## src/rtl/arbitro_memoria.sv

```systemverilog
// Shares one single-port RAM between IF fetch and MEM data access; ARB_ROUND_ROBIN_EN enables round-robin arbitration on conflicts, otherwise MEM has fixed priority.
// Latency: ready pulses LAT+1 cycles after the request is sampled in IDLE; ram_en pulses are at least LAT+2 cycles apart.
// Backpressure: requesters hold req until their ready pulse; stall freezes the pipeline while either request is still pending.
module arbitro_memoria #(
    parameter int ADDR_W = 32,
    parameter int DATA_W = 32,
    parameter int LAT    = 1
) (
    input  logic              clk,
    input  logic              reset,
    input  logic              if_req,
    input  logic [ADDR_W-1:0] if_addr,
    output logic [DATA_W-1:0] if_rdata,
    output logic              if_ready,
    input  logic              mem_req,
    input  logic              mem_we,
    input  logic [ADDR_W-1:0] mem_addr,
    input  logic [DATA_W-1:0] mem_wdata,
    output logic [DATA_W-1:0] mem_rdata,
    output logic              mem_ready,
    output logic              ram_en,
    output logic              ram_we,
    output logic [ADDR_W-1:0] ram_addr,
    output logic [DATA_W-1:0] ram_wdata,
    input  logic [DATA_W-1:0] ram_rdata,
    output logic              stall,
    output logic              busy
);

    localparam int               CNT_W    = $clog2(LAT) + 1;
    localparam logic [CNT_W-1:0] CNT_LOAD = CNT_W'(LAT - 1);
    localparam logic [CNT_W-1:0] CNT_ONE  = CNT_W'(1);

    typedef enum logic [1:0] {
        IDLE  = 2'd0,
        ISSUE = 2'd1,
        WAIT  = 2'd2
    } state_t;

    state_t           state;
    logic             grant_mem;
    logic [CNT_W-1:0] cnt;
    logic             pick_mem;
    logic             any_req;

    assign any_req = if_req | mem_req;

`ifdef ARB_ROUND_ROBIN_EN
    // 1 = MEM was served last; on contention the other port wins
    logic last_grant;

    always_comb begin
        pick_mem = mem_req;
        if (if_req && mem_req) begin
            pick_mem = ~last_grant;
        end
    end

    always_ff @(posedge clk or posedge reset) begin
        if (reset) begin
            last_grant <= 1'b0;
        end else if (state == IDLE && any_req) begin
            last_grant <= pick_mem;
        end
    end
`else
    assign pick_mem = mem_req;
`endif

    always_ff @(posedge clk or posedge reset) begin
        if (reset) begin
            state     <= IDLE;
            grant_mem <= 1'b0;
            cnt       <= '0;
            ram_en    <= 1'b0;
            ram_we    <= 1'b0;
            ram_addr  <= '0;
            ram_wdata <= '0;
            if_ready  <= 1'b0;
            mem_ready <= 1'b0;
        end else begin
            ram_en    <= 1'b0;
            ram_we    <= 1'b0;
            if_ready  <= 1'b0;
            mem_ready <= 1'b0;
            case (state)
                IDLE: begin
                    if (any_req) begin
                        grant_mem <= pick_mem;
                        ram_en    <= 1'b1;
                        ram_we    <= pick_mem & mem_we;
                        ram_addr  <= pick_mem ? mem_addr : if_addr;
                        ram_wdata <= mem_wdata;
                        state     <= ISSUE;
                    end
                end
                ISSUE: begin
                    cnt   <= CNT_LOAD;
                    state <= WAIT;
                    // With LAT=1 the single WAIT cycle is already the ready cycle
                    if (LAT == 1) begin
                        if_ready  <= ~grant_mem;
                        mem_ready <= grant_mem;
                    end
                end
                WAIT: begin
                    if (cnt == '0) begin
                        state <= IDLE;
                    end else begin
                        cnt <= cnt - CNT_ONE;
                        if (cnt == CNT_ONE) begin
                            if_ready  <= ~grant_mem;
                            mem_ready <= grant_mem;
                        end
                    end
                end
                default: begin
                    state <= IDLE;
                end
            endcase
        end
    end

    assign if_rdata  = ram_rdata;
    assign mem_rdata = ram_rdata;
    assign stall     = (if_req & ~if_ready) | (mem_req & ~mem_ready);
    assign busy      = (state != IDLE);

endmodule

```

## config.mk

```make
export PLATFORM = sky130hd
export DESIGN_NAME = arbitro_memoria
export DESIGN_NICKNAME = d
export VERILOG_FILES = /design/src/rtl/arbitro_memoria.sv
export SDC_FILE = /design/constraint.sdc
export NUM_CORES = 1
export LEC_CHECK = 0
export ABC_AREA = 1
export ABC_CLOCK_PERIOD_IN_PS = 2700
export BUFFER_PORTS_ARGS = -buffer_cell sky130_fd_sc_hd__buf_2
export CAP_MARGIN = 20
export CORE_AREA = 4 4 103 105
export DETAILED_ROUTE_END_ITERATION = 12
export DIE_AREA = 0 0 107 109
export PLACE_DENSITY = 0.75
export SLEW_MARGIN = 0
export SYNTH_ARGS = -nofsm -noshare
export SYNTH_HDL_FRONTEND = slang
export SYNTH_SLANG_ARGS = --single-unit
export TNS_END_PERCENT = 30
```

## constraint.sdc

```tcl
create_clock -name clk -period 2.7 [get_ports clk]
set_input_delay 0.27 -clock clk [delete_from_list [all_inputs] [get_ports clk]]
set_output_delay 0.27 -clock clk [all_outputs]
set_load 0.01 [all_outputs]
```

==> metrics.txt <==
reg2reg end=ram_wdata[23]; Die Area=0.0117 mm^2; Die Width=about 110 um; Final Max Tran Viols=0; period utilization=62.6%; initial antenna violation count=1; Root Driver=clkbuf_8; GRT Util Overall=15.5%; H-tree levels=3; Post-Syn Area=between 0.003 and 0.004 mm^2; syn_area_per_cell=~7.8 um^2; Fin. Hold Viols=0; Reg clk slew, reported paths=around 0.08 ns; setup TNS=0 ns; nets=700; Final GP Congestion=0.723; Syn Nets=600; Port Buffers=170; Critical Path RT=2.92 ns; fill cell count=1,006; vias per inst=4.49; share of cells above drive strength 1=34.7%; initial core utilization=37.8%; FF-to-FF path depth=6; critical path class=register to register; worst skew pair latency=0.33 ns; Synth Warn #=0; # rows=36; Worst Hold Class=primary input to register; Vias=3,160; Worst VDD drop=0.322 mV; clock sinks=between 70 and 80; Post-DP HPWL=~7000 um; min-delay src=mem_we; Hold Path End=ram_we; Crit Path Max Fanout=52; Max-slew headroom=roughly 52%; Yosys reg bits=71; FF-to-FF setup slack=1.01 ns; Antenna Nets Post-Route=0; Crit Reg-Reg Startpoint=state[0]; Max clock buf depth=2; grt ovf=0; hold path depth=3; Worst Max-Slew Pin Slew=0.717 ns; synthesis-to-finish area growth=17.3%; DR iter-0 viols=179; Post-synth ARST share=100%; leak pwr=0.00260 uW; CTS tree=done; MaxCap Viol Count=0; DR DRC count=0; CP endpoint kind=register; PwrDens=~1100 mW/mm^2; aggregate routed wire length=just over 9000 um; Post-CTS Resized=0; hold slack final=0.160 ns; Tmin final=roughly 1.7 ns; post-route insts no fill=704; Chip Height=roughly 110 um; total CTS buffers=9; Main synth FF type=dfrtp_1; Seq/Total Area, Yosys=48.7%; hold_buf cts=1; final setup fails=0; post-synth cell types=17; pin count of the biggest net entering global routing=53; clock skew=0.00722 ns; Worst Setup Start Kind=register; Antenna diodes=0; status=finished clean; Design Power=4550 uW; achievable frequency=about 590 MHz; Pre-antenna DRT Iters=5; I/O pin count=267; first-pass GRT wire length=around 14,000 um; post-CTS setup buffer count=0; Placeable Area=0.00964 mm^2; drt wl/cell=13.1 um; Worst Path Arrival=roughly 1.9 ns; vias in the first global route=2,928; number of synthesized flops with an enable pin=0; cells after synthesis=467; RSZ-0062 raised after global routing=no; Placed Cells=~690
[how the worst max path moves through the flow]
stage,slack [ns],end,depth (start not counted),from
3_3_place_gp,0.94,ram_addr[15],7,mem_req
3_5_place_dp,0.85,ram_wdata[11],7,mem_req
5_1_grt,0.87,ram_addr[16],6,state[0]
6_report,1.01,ram_wdata[23],6,state[0]
2_1_floorplan,0.63,grant_mem,1,reset
4_1_cts,1.01,ram_wdata[23],6,state[0]
[cell families (layout without fill, tap and decap cells)]
group	after synthesis	in the layout	share of synthesized area (%)
simple gates	303	303	33.0
buf+inv	92	196	18.1
flops	71	71	48.7
compound gates	1	1	0.172
[worst max-delay path, cell delays in order (launching register included)]
cell and delay [ns]:
dfrtp_1 0.43, nor2_4 0.12, buf_4 0.32, nand2_2 0.27, buf_12 0.27, nand2_1 0.09
nand2_1 0.05
[metrics by stage]
stage	area, um^2	setup WS (ns)	utilization, %
after floorplan	3640	0.633	-
after global placement	4080	0.943	42.3
after detailed placement	4080	0.853	42.3
after CTS	4280	1.01	44.4
after global routing	4280	0.873	44.4
final	4280	1.01	44.4
[report_power, final]
part           internal, uW  total [uW]  switching [uW]  leakage [uW]
Sequential             1570        1840             274      0.000881
Combinational           721        1900            1180       0.00163
Clock                   418         805             388     0.0000871
Total                  2710        4550            1840       0.00260
[layout make-up]
type / instances / area [um^2] / share of cell area, %
Timing Repair Buffer: 176 / 911 / 21.3
Multi-Input combinational cell: 304 / 1210 / 28.4
Clock inverter: 6 / 62.6 / 1.46
Tap cell: 133 / 166 / 3.89
Sequential cell: 71 / 1780 / 41.6
Inverter: 5 / 22.5 / 0.527
Clock buffer: 9 / 124 / 2.90
[state kept, by name, indices dropped and copies added (netlist names)]
signal / count
grant_mem: 1
ram_en: 1
ram_we: 1
mem_ready: 1
ram_addr: 32
ram_wdata: 32
if_ready: 1
state: 2
[Yosys cell counts, types with 2 or more instances]
cell type / number / area (um^2)
nand2_1: 262 / 983
dfrtp_1: 71 / 1780
buf_4: 67 / 503
nand3_1: 32 / 160
buf_6: 7 / 78.8
clkbuf_1: 6 / 22.5
buf_2: 5 / 25.0
nor2_1: 4 / 15.0
buf_1: 2 / 7.51
inv_1: 2 / 7.51
inv_2: 2 / 7.51
nor2_4: 2 / 22.5
[per-layer routing]
metal  wire length [um]  share of wire, %  vias up  global-route usage [%]
met5                  7             0.076        -                       0
met4                102               1.1        2                    3.74
met3                980                11       10                    6.81
met2               4600                50      179                    26.3
met1               3510                38     1414                    18.0
li1                   -                 -     1555                       -
[cell usage in the layout, fill, tap and decap left out]
cell type	Yosys	final
and3_1	1	1
buf_12	0	1
buf_2	5	170
buf_4	67	4
bufinv_16	0	1
clkbuf_8	0	9
clkinv_2	0	3
clkinvlp_4	0	3
dfrtp_1	71	71
dlygate4sd3_1	0	1
inv_1	2	1
inv_2	2	2
inv_4	1	1
nand2_1	262	261
nand2_2	0	1
nand2_4	1	1
nand3_1	32	32
nor2_1	4	4
nor2_4	2	2
nor3_1	1	1
o22ai_1	1	1
Note: power is estimated with default switching activity, not from simulation.
